--- src/rtl/mips_ctrl_pkg.sv ---
// Shared encodings for the multicycle MIPS control path: state codes,
// opcodes, ALUOp values and the decoded strobe bundle.
package mips_ctrl_pkg;

  typedef enum logic [3:0] {
    S_FETCH  = 4'd0,
    S_DECODE = 4'd1,
    S_MEMADR = 4'd2,
    S_MEMRD  = 4'd3,
    S_MEMWB  = 4'd4,
    S_MEMWR  = 4'd5,
    S_EXEC   = 4'd6,
    S_RWB    = 4'd7,
    S_BRANCH = 4'd8,
    S_JUMP   = 4'd9,
    S_IEXEC  = 4'd10,
    S_IWB    = 4'd11
  } state_e;

  localparam logic [5:0] OP_RTYPE = 6'b000000;
  localparam logic [5:0] OP_J     = 6'b000010;
  localparam logic [5:0] OP_BEQ   = 6'b000100;
  localparam logic [5:0] OP_BNE   = 6'b000101;
  localparam logic [5:0] OP_ADDI  = 6'b001000;
  localparam logic [5:0] OP_LW    = 6'b100011;
  localparam logic [5:0] OP_SW    = 6'b101011;

  localparam logic [1:0] ALUOP_ADD   = 2'b00;
  localparam logic [1:0] ALUOP_SUB   = 2'b01;
  localparam logic [1:0] ALUOP_RTYPE = 2'b10;

  localparam logic [1:0] SRCB_REG   = 2'b00;
  localparam logic [1:0] SRCB_FOUR  = 2'b01;
  localparam logic [1:0] SRCB_IMM   = 2'b10;
  localparam logic [1:0] SRCB_IMMSH = 2'b11;

  localparam logic [1:0] PCSRC_ALU    = 2'b00;
  localparam logic [1:0] PCSRC_ALUOUT = 2'b01;
  localparam logic [1:0] PCSRC_JUMP   = 2'b10;

  typedef struct packed {
    logic       memread;
    logic       memwrite;
    logic       irwrite;
    logic       pcwrite;
    logic       pcwritecond;
    logic       regwrite;
    logic       regdst;
    logic       memtoreg;
    logic       iord;
    logic       alusrca;
    logic [1:0] alusrcb;
    logic [1:0] aluop;
    logic [1:0] pcsource;
  } ctrl_t;

  // States that complete an instruction and hand back to FETCH.
  function automatic logic is_retire(state_e s);
    return (s == S_MEMWB) || (s == S_MEMWR) || (s == S_RWB) ||
           (s == S_BRANCH) || (s == S_JUMP) || (s == S_IWB);
  endfunction

endpackage

--- src/rtl/multicycle_ctrl_if.sv ---
// Controller <-> datapath bundle: opcode/zero in, strobes and status out.
interface multicycle_ctrl_if;
  logic [5:0] op;
  logic       zero;
  logic       aluop1, aluop0;
  logic       pcwrite, pcwritecond, pcen;
  logic       iord, memread, memwrite, irwrite, memtoreg, regwrite, regdst, alusrca;
  logic [1:0] alusrcb;
  logic [1:0] pcsource;
  logic [3:0] state;
  logic       illegal;
  logic       instr_done;

  modport master (
    input  op, zero,
    output aluop1, aluop0, pcwrite, pcwritecond, pcen,
           iord, memread, memwrite, irwrite, memtoreg, regwrite, regdst, alusrca,
           alusrcb, pcsource, state, illegal, instr_done
  );

  modport slave (
    output op, zero,
    input  aluop1, aluop0, pcwrite, pcwritecond, pcen,
           iord, memread, memwrite, irwrite, memtoreg, regwrite, regdst, alusrca,
           alusrcb, pcsource, state, illegal, instr_done
  );
endinterface

--- src/rtl/multicycle_ctrl_dec.sv ---
// Moore output decode: registered state in, raw datapath strobes out.
module multicycle_ctrl_dec
  import mips_ctrl_pkg::*;
(
  input  state_e state_i,
  output ctrl_t  ctl_o
);

  always_comb begin
    ctl_o = '0;
    case (state_i)
      S_FETCH: begin
        ctl_o.memread  = 1'b1;
        ctl_o.irwrite  = 1'b1;
        ctl_o.pcwrite  = 1'b1;
        ctl_o.alusrcb  = SRCB_FOUR;
        ctl_o.aluop    = ALUOP_ADD;
        ctl_o.pcsource = PCSRC_ALU;
      end
      S_DECODE: begin
        ctl_o.alusrcb = SRCB_IMMSH;
        ctl_o.aluop   = ALUOP_ADD;
      end
      S_MEMADR, S_IEXEC: begin
        ctl_o.alusrca = 1'b1;
        ctl_o.alusrcb = SRCB_IMM;
        ctl_o.aluop   = ALUOP_ADD;
      end
      S_MEMRD: begin
        ctl_o.memread = 1'b1;
        ctl_o.iord    = 1'b1;
      end
      S_MEMWB: begin
        ctl_o.regwrite = 1'b1;
        ctl_o.memtoreg = 1'b1;
      end
      S_MEMWR: begin
        ctl_o.memwrite = 1'b1;
        ctl_o.iord     = 1'b1;
      end
      S_EXEC: begin
        ctl_o.alusrca = 1'b1;
        ctl_o.alusrcb = SRCB_REG;
        ctl_o.aluop   = ALUOP_RTYPE;
      end
      S_RWB: begin
        ctl_o.regwrite = 1'b1;
        ctl_o.regdst   = 1'b1;
      end
      S_BRANCH: begin
        ctl_o.alusrca     = 1'b1;
        ctl_o.alusrcb     = SRCB_REG;
        ctl_o.aluop       = ALUOP_SUB;
        ctl_o.pcwritecond = 1'b1;
        ctl_o.pcsource    = PCSRC_ALUOUT;
      end
      S_JUMP: begin
        ctl_o.pcwrite  = 1'b1;
        ctl_o.pcsource = PCSRC_JUMP;
      end
      S_IWB: ctl_o.regwrite = 1'b1;
      default: ctl_o = '0;
    endcase
  end

endmodule

--- src/rtl/multicycle_ctrl.sv ---
// Multicycle MIPS control FSM: state register, next-state logic, status pulses.
// Optional bne support is enabled with `define MULTICYCLE_CTRL_BNE_EN.
module multicycle_ctrl
  import mips_ctrl_pkg::*;
(
  input  logic               clk,
  input  logic               reset,
  multicycle_ctrl_if.master  bus
);

  state_e state_q, state_d;
  logic   illegal_q, illegal_d;
  logic   done_q, done_d;
  logic   br_taken;
  ctrl_t  ctl;

  always_comb begin
    state_d   = S_FETCH;
    illegal_d = 1'b0;
    case (state_q)
      S_FETCH:  state_d = S_DECODE;
      S_DECODE: begin
        case (bus.op)
          OP_LW, OP_SW: state_d = S_MEMADR;
          OP_RTYPE:     state_d = S_EXEC;
          OP_BEQ:       state_d = S_BRANCH;
`ifdef MULTICYCLE_CTRL_BNE_EN
          OP_BNE:       state_d = S_BRANCH;
`endif
          OP_J:         state_d = S_JUMP;
          OP_ADDI:      state_d = S_IEXEC;
          default: begin
            state_d   = S_FETCH;
            illegal_d = 1'b1;
          end
        endcase
      end
      S_MEMADR: state_d = (bus.op == OP_LW) ? S_MEMRD : S_MEMWR;
      S_MEMRD:  state_d = S_MEMWB;
      S_EXEC:   state_d = S_RWB;
      S_IEXEC:  state_d = S_IWB;
      default:  state_d = S_FETCH;
    endcase
    done_d = is_retire(state_q);
  end

  always_ff @(posedge clk) begin
    if (reset) begin
      state_q   <= S_FETCH;
      illegal_q <= 1'b0;
      done_q    <= 1'b0;
    end else begin
      state_q   <= state_d;
      illegal_q <= illegal_d;
      done_q    <= done_d;
    end
  end

`ifdef MULTICYCLE_CTRL_BNE_EN
  // Remembers which compare sense the instruction in flight wants in BRANCH.
  logic bne_q;
  always_ff @(posedge clk) begin
    if (state_q == S_DECODE) bne_q <= (bus.op == OP_BNE);
  end
  assign br_taken = bne_q ? ~bus.zero : bus.zero;
`else
  assign br_taken = bus.zero;
`endif

  multicycle_ctrl_dec u_dec (
    .state_i (state_q),
    .ctl_o   (ctl)
  );

  // Architectural write/read strobes are held off for the whole reset cycle.
  assign bus.memread     = ctl.memread     & ~reset;
  assign bus.memwrite    = ctl.memwrite    & ~reset;
  assign bus.irwrite     = ctl.irwrite     & ~reset;
  assign bus.pcwrite     = ctl.pcwrite     & ~reset;
  assign bus.pcwritecond = ctl.pcwritecond & ~reset;
  assign bus.regwrite    = ctl.regwrite    & ~reset;
  assign bus.pcen        = ~reset & (ctl.pcwrite | (ctl.pcwritecond & br_taken));

  assign bus.regdst      = ctl.regdst;
  assign bus.memtoreg    = ctl.memtoreg;
  assign bus.iord        = ctl.iord;
  assign bus.alusrca     = ctl.alusrca;
  assign bus.alusrcb     = ctl.alusrcb;
  assign bus.pcsource    = ctl.pcsource;
  assign bus.aluop1      = ctl.aluop[1];
  assign bus.aluop0      = ctl.aluop[0];
  assign bus.state       = state_q;
  assign bus.illegal     = illegal_q;
  assign bus.instr_done  = done_q;

endmodule

--- src/flat_wrapper.sv ---
// flat-port wrapper written by rule: the top's interface ports become plain ports
module multicycle_ctrl_flat import mips_ctrl_pkg::*;
  (clk, reset, bus_op, bus_zero, bus_aluop1, bus_aluop0, bus_pcwrite, bus_pcwritecond, bus_pcen, bus_iord, bus_memread, bus_memwrite, bus_irwrite, bus_memtoreg, bus_regwrite, bus_regdst, bus_alusrca, bus_alusrcb, bus_pcsource, bus_state, bus_illegal, bus_instr_done);
  multicycle_ctrl_if bus_i ();
  input  logic clk;
  input  logic reset;
  input wire logic [$bits(bus_i.op)-1:0] bus_op;
  input wire logic [$bits(bus_i.zero)-1:0] bus_zero;
  output wire logic [$bits(bus_i.aluop1)-1:0] bus_aluop1;
  output wire logic [$bits(bus_i.aluop0)-1:0] bus_aluop0;
  output wire logic [$bits(bus_i.pcwrite)-1:0] bus_pcwrite;
  output wire logic [$bits(bus_i.pcwritecond)-1:0] bus_pcwritecond;
  output wire logic [$bits(bus_i.pcen)-1:0] bus_pcen;
  output wire logic [$bits(bus_i.iord)-1:0] bus_iord;
  output wire logic [$bits(bus_i.memread)-1:0] bus_memread;
  output wire logic [$bits(bus_i.memwrite)-1:0] bus_memwrite;
  output wire logic [$bits(bus_i.irwrite)-1:0] bus_irwrite;
  output wire logic [$bits(bus_i.memtoreg)-1:0] bus_memtoreg;
  output wire logic [$bits(bus_i.regwrite)-1:0] bus_regwrite;
  output wire logic [$bits(bus_i.regdst)-1:0] bus_regdst;
  output wire logic [$bits(bus_i.alusrca)-1:0] bus_alusrca;
  output wire logic [$bits(bus_i.alusrcb)-1:0] bus_alusrcb;
  output wire logic [$bits(bus_i.pcsource)-1:0] bus_pcsource;
  output wire logic [$bits(bus_i.state)-1:0] bus_state;
  output wire logic [$bits(bus_i.illegal)-1:0] bus_illegal;
  output wire logic [$bits(bus_i.instr_done)-1:0] bus_instr_done;
  assign bus_i.op = bus_op;
  assign bus_i.zero = bus_zero;
  assign bus_aluop1 = bus_i.aluop1;
  assign bus_aluop0 = bus_i.aluop0;
  assign bus_pcwrite = bus_i.pcwrite;
  assign bus_pcwritecond = bus_i.pcwritecond;
  assign bus_pcen = bus_i.pcen;
  assign bus_iord = bus_i.iord;
  assign bus_memread = bus_i.memread;
  assign bus_memwrite = bus_i.memwrite;
  assign bus_irwrite = bus_i.irwrite;
  assign bus_memtoreg = bus_i.memtoreg;
  assign bus_regwrite = bus_i.regwrite;
  assign bus_regdst = bus_i.regdst;
  assign bus_alusrca = bus_i.alusrca;
  assign bus_alusrcb = bus_i.alusrcb;
  assign bus_pcsource = bus_i.pcsource;
  assign bus_state = bus_i.state;
  assign bus_illegal = bus_i.illegal;
  assign bus_instr_done = bus_i.instr_done;
  multicycle_ctrl u_core (.clk(clk), .reset(reset), .bus(bus_i));
endmodule
--- config.mk ---
export PLATFORM = sky130hd
export DESIGN_NAME = multicycle_ctrl_flat
export DESIGN_NICKNAME = d
export VERILOG_FILES = /design/src/rtl/mips_ctrl_pkg.sv /design/src/rtl/multicycle_ctrl_if.sv /design/src/rtl/multicycle_ctrl_dec.sv /design/src/rtl/multicycle_ctrl.sv /design/src/flat_wrapper.sv
export SDC_FILE = /design/constraint.sdc
export NUM_CORES = 1
export LEC_CHECK = 0
export BUFFER_PORTS_ARGS = -buffer_cell sky130_fd_sc_hd__buf_4
export CORE_ASPECT_RATIO = 1.4
export CORE_UTILIZATION = 30
export CTS_CLUSTER_DIAMETER = 50
export DETAILED_ROUTE_END_ITERATION = 8
export PLACE_DENSITY = 0.63
export SKIP_LAST_GASP = 1
export SYNTH_ARGS = -nofsm -noshare
export SYNTH_HDL_FRONTEND = slang
export SYNTH_SLANG_ARGS = --single-unit
--- constraint.sdc ---
create_clock -name clk -period 1.55 [get_ports clk]
set_input_delay 0.0775 -clock clk [delete_from_list [all_inputs] [get_ports clk]]
set_output_delay 0.0775 -clock clk [all_outputs]
set_load 0.03 [all_outputs]
# After elaboration in Yosys (flattened, before gate mapping)
# Index checks and enable logic that the tools add are counted.
dict set report word_totals {
  word_cells 62
  in_bits 9
  out_inout_bits 23
  reg_bits 6
}
dict set report op_classes {
  n_reduce_logical 16
  bitwise_logic 11
  muxes 16
  eq_ne 16
}
# operator count
set ops {}
lappend ops {{$pmux 4 s5} 2}
lappend ops {{$pmux 4 s6} 1}
lappend ops {{$eq 4x3->1 const B} 4}
lappend ops {{$eq 4x4->1 const B} 4}
lappend ops {{$eq 6x6->1 const B} 2}
lappend ops {{$reduce_or 2->1} 6}
lappend ops {{$mux 1} 11}
lappend ops {{$and 1x1->1} 8}
lappend ops {{$eq 4x2->1 const B} 2}
lappend ops {{$eq 6x2->1 const B} 1}
lappend ops {{$eq 6x3->1 const B} 1}
lappend ops {{$eq 6x4->1 const B} 1}
lappend ops {{$logic_not 6->1} 1}
lappend ops {{$reduce_or 6->1} 1}
lappend ops {{$logic_or 1x1->1} 5}
lappend ops {{$eq 4x1->1 const B} 1}
lappend ops {{$logic_not 4->1} 1}
lappend ops {{$pmux 2 s2} 1}
lappend ops {{$reduce_or 4->1} 1}
lappend ops {{$mux 3} 1}
lappend ops {{$reduce_or 3->1} 1}
lappend ops {{$not 1->1} 2}
lappend ops {{$or 1x1->1} 1}

# Longest topological paths before layout
dict set report logic_depth {
  ltp_word 6
  mapped_depth 4
}

# Cells and area by module
# A second synthesis with hierarchy kept.
dict set report unflattened {
  hier_cells 82
  hier_area_um2 616.8
}
# module seq_area_each_um2 cells_per_inst n_inst area_each_um2
set by_module_without_submodules {}
lappend by_module_without_submodules {multicycle_ctrl 120.1 52 1 434.2}
lappend by_module_without_submodules {multicycle_ctrl_dec 0.0 30 1 182.7}

# Least setup slack after synthesis
# Ideal clock, no wire load.
dict set report synth_timing {
  path_kind {reg-to-output}
  start {register u_core.state_q[3], in the netlist u_core.bus.state[3]}
  end {output bus_alusrca}
  t_arrival_ns 1.854
  slack_ns -0.382
  required_time_ns 1.472
  stages_incl_launch_ff 4
  cell_sequence {dfxtp_1 -> nand2b_1 -> nor3_1 -> a211o_1}
}
dict set report synth_between {
  elab_chain_cells 3
}
# element line_no
set synth_lines {}
lappend synth_lines {{from (decl)} multicycle_ctrl.sv:11} ;# state_e state_q, state_d;
lappend synth_lines {{from (signal assigned)} multicycle_ctrl.sv:53} ;# state_q <= state_d;
lappend synth_lines {{$eq 4x2->1, or another cell as far along} multicycle_ctrl_dec.sv:11} ;# case (state_i)
lappend synth_lines {{$reduce_or 4->1 (no source line) (*)} --}
lappend synth_lines {{$mux 1 (*)} multicycle_ctrl_dec.sv:11}
lappend synth_lines {{to (decl)} flat_wrapper.sv:21} ;# output wire logic [$bits(bus_i.alusrca)-1:0] bus_alusrca;
# Mark *: on every way between the ends. The rest lies on a longest branch, timed or not.

# Worst setup path after layout
dict set report layout_timing {
  start {register u_core.state_q[0], in the netlist u_core.bus.state[0]}
  end {output bus_pcen}
}
dict set report layout_between {
  elab_chain_cells 5
}
# element line_no
set layout_lines {}
lappend layout_lines {{$eq 4x4->1 / $logic_not 4->1 (equally long branches)} multicycle_ctrl_dec.sv:11}
lappend layout_lines {{$reduce_or 2->1 (no source line) / $mux 1 (equally long branches)} --}
lappend layout_lines {{$mux 1 / $and 1x1->1 (equally long branches)} {multicycle_ctrl_dec.sv:11, multicycle_ctrl.sv:82}}
lappend layout_lines {{$or 1x1->1 (*)} multicycle_ctrl.sv:82} ;# assign bus.pcen = ~reset & (ctl.pcwrite | (ctl.pcwritecond & br_taken));
lappend layout_lines {{$and 1x1->1 (*)} multicycle_ctrl.sv:82}
lappend layout_lines {{to (decl)} flat_wrapper.sv:13} ;# output wire logic [$bits(bus_i.pcen)-1:0] bus_pcen;
# Marks and branches as above.

==> results by group <==
Worst setup path
  • Max FO, Critical Path: 8
  • Slowest stage delay, CP: slightly above 0.4 ns
  • Nature of the critical path startpoint: flop
  • Worst EP arrival: 1.43 ns
  • Required time of the critical path: 1.47 ns
  • Critical path class: reg2out
  • CP Capture Type: output port
  • Slowest CP cell: or4_1
  • Family with the most delay on the worst path: simple AND/OR/NAND/NOR gates
  • Crit path buffers/inverters: 1
  • Cell Chain, Critical Path: nor2b_1 > or4_1 > a21oi_2 > buf_6

Route
  • Routed wl met3: 112 um
  • Max layer used: met4
  • Initial DRT Pass Iterations: 4
  • Via density: 5.31
  • WL met1: between 600 and 700 um
  • Starting DRT DRC Count: 3
  • WL met2: around 910 um
  • Vias: between 700 and 800
  • Final antenna-violating net count: 0
  • WL/cell: around 13 um
  • Drt drc: 0
  • Total Wirelength: 1.74 mm

Timing
  • Slew Viols, Final: 0
  • Final Hold Vio Count: 0
  • # setup viols final: 0
  • Hold Worst Slack: 0.111 ns
  • Clock Skews: 0.00260 ns
  • Fmax: 663 MHz
  • Final critical-path share of the clock period: 0.973
  • Slew Limit Headroom: 0.805
  • Worst-margin pin slew: 0.289 ns
  • Post-layout minimum cycle time: roughly 1.5 ns
  • Unrepaired setup endpoints after global routing: true
  • Final worst setup slack: 0.0414 ns

Cells and area
  • Final nets: between 100 and 150
  • P&R area growth vs syn: 69.7%
  • # diodes: 0
  • Post-layout util: 0.543
  • Ratio of cells with drive above 1 in the final layout: 0.530

Logic synthesis
  • Synth unique cells: 34
  • Yosys reg bits: 6
  • Synth Cell Area: 562 um2
  • Gate count of the mapped netlist: 76
  • Post-Syn Nets: 85
  • Avg Cell Area, Syn: approximately 7.4 um2
  • Register area share after synthesis: 0.214
  • Yosys warnings: 0

Clock tree
  • Worst-path clk slew: roughly 0.040 ns
  • Clk root buf: clkbuf_4
  • Clock sinks: 6
  • CTS buffer count: 3
  • CTS tree: built
  • Clock latency on the worst-skew pair: 0.24 ns
  • Clock Tree Buf Depth: 2
  • Htree depth: 1

Run
  • Max_cap viols: 0

Global routing
  • Gr ovfl total: 0
  • Initial antenna violation count: 0
  • Largest net degree at the start of global routing: 12
  • Number of global-route vias before repair: 624
  • Total Routing Usage GR: 0.183
  • Global-route wire length before repair: 2.63 mm

Floorplan
  • Starting Density: 0.320
  • Die width: 38.6 um
  • Die Y: 53.2 um
  • Die area: roughly 2100 um2
  • I/O Pins: 32
  • Core area: approximately 1800 um2
  • Row cnt: 18

Power and ir drop
  • Leak Pwr: 0.424 nW
  • Pwr dens: 499 nW/um2
  • Max rail drop VDD: 0.000601 V

Placed design
  • Post-DP HPWL: roughly 1.4 mm
  • RD Place Congestion: 0.892
  • Port bufs: 31
  • Pre-CTS WS: 0.121 ns

Status
  • Status: finished, final reports clean

Hold path
  • Hold crit path type: in2reg
==> final cells by class <==
| cell class | instances | area, um2 |
|---|---|---|
| fill | 181 | 803 |
| tap | 20 | 25.0 |
| sequential | 6 | 130 |
| inverter | 1 | 3.75 |
| clock buffer | 3 | 22.5 |
| timing repair buffer | 43 | 327 |
| multi-input combinational | 64 | 445 |
==> worst paths after layout <==
check / start / to / slack, ns / depth (start not counted)
setup / recovery: u_core.bus.state[0] / bus_pcen / 0.04 / 4
hold / removal: reset / u_core.bus.state[0] / 0.11 / 2
setup reg to reg: u_core.bus.state[0] / u_core.bus.state[1] / 0.18 / 4
hold reg to reg: u_core.bus.state[2] / u_core.bus.state[3] / 0.58 / 1
==> sequential cells by signal (all words and copies together) (netlist names) <==
signal and count:
u_core.bus.illegal 1, u_core.bus.instr_done 1, u_core.bus.state 4
==> layer usage <==
metal	vias up	GRT usage
met3	2	0.0630
li1	369	-
met1	323	0.217
met2	33	0.317
met4	0	0.0230
met5	-	0
==> cells in the final DEF, fill, tap and decap left out, types with 2 or more instances in the layout <==
cell / n
a211oi_1: 2
a21oi_1: 3
buf_4: 42
clkbuf_4: 3
dfxtp_1: 2
dfxtp_2: 2
dfxtp_4: 2
maj3_1: 2
nand2_1: 2
nand2b_1: 3
nand3_1: 2
nor2_1: 8
nor2_2: 2
nor2b_1: 2
nor3_1: 10
nor3_2: 3
nor4_2: 2
or3_4: 2
xnor2_1: 2
xor2_1: 2
==> report_power, final <==
group	total (mW)	switching, mW	internal, mW
clock network	0.139	0.0518	0.0873
logic	0.171	0.0929	0.0786
registers	0.165	0.00674	0.158
==> synth_stat cells, drive strengths merged <==
master   count  area [um2]
a211oi       2        15.0
xnor2        2        17.5
nor4         3        18.8
nand3        2        10.0
or3          3        28.8
a2bb2oi      1        8.76
buf          3        23.8
nor2        10        37.5
or4          1        7.51
a31oi        1        6.26
inv          1        3.75
nand2        2        7.51
dfxtp        6         120
nor4b        1        8.76
or3b         1        11.3
o31a         1        8.76
nor2b        2        12.5
o21ai        1        5.00
o32a         1        10.0
nor3        13        70.1
a211o        1        8.76
a21boi       1        7.51
nand2b       4        25.0
maj3         2        20.0
clkbuf       2        7.51
a22oi        1        7.51
xor2         2        17.5
a21oi        4        20.0
and4b        1        10.0
and2         1        6.26
==> worst reg2reg max path, stage by stage, from the launching register on <==
cell,delay [ns]
dfxtp_4,0.36
nand2b_1,0.20
maj3_1,0.39
nor2_1,0.14
a21boi_1,0.19
==> per-stage QoR <==
step                total power, mW  setup TNS [ns]  std cells  instance area, um2
floorplan                     0.266          -0.550         76                 592
global placement              0.331               0        132                 892
detailed placement            0.332               0        132                 892
CTS                           0.477        -0.00901        135                 920
global route                  0.503         -0.0447        137                 953
finish                        0.476               0        137                 953
==> what timing repair did <==
| action | 4_1_cts | 5_1_grt |
|---|---|---|
| hold buffers | 0 | 0 |
| buffers inserted | 0 | 2 |
| endpoints found under the setup margin | 7 | 4 |
| resized for setup | 4 | 5 |
==> kinds of logic after synthesis <==
group / share of synthesized area
AND/OR/NAND/NOR: 0.452
AO/OA/AOI/OAI: 0.174
buffers and inverters: 0.0624
flip-flops: 0.214
XOR/XNOR: 0.0624
adder cells (fa/ha/maj): 0.0356
No activity file was read; power rests on OpenSTA's default activity.
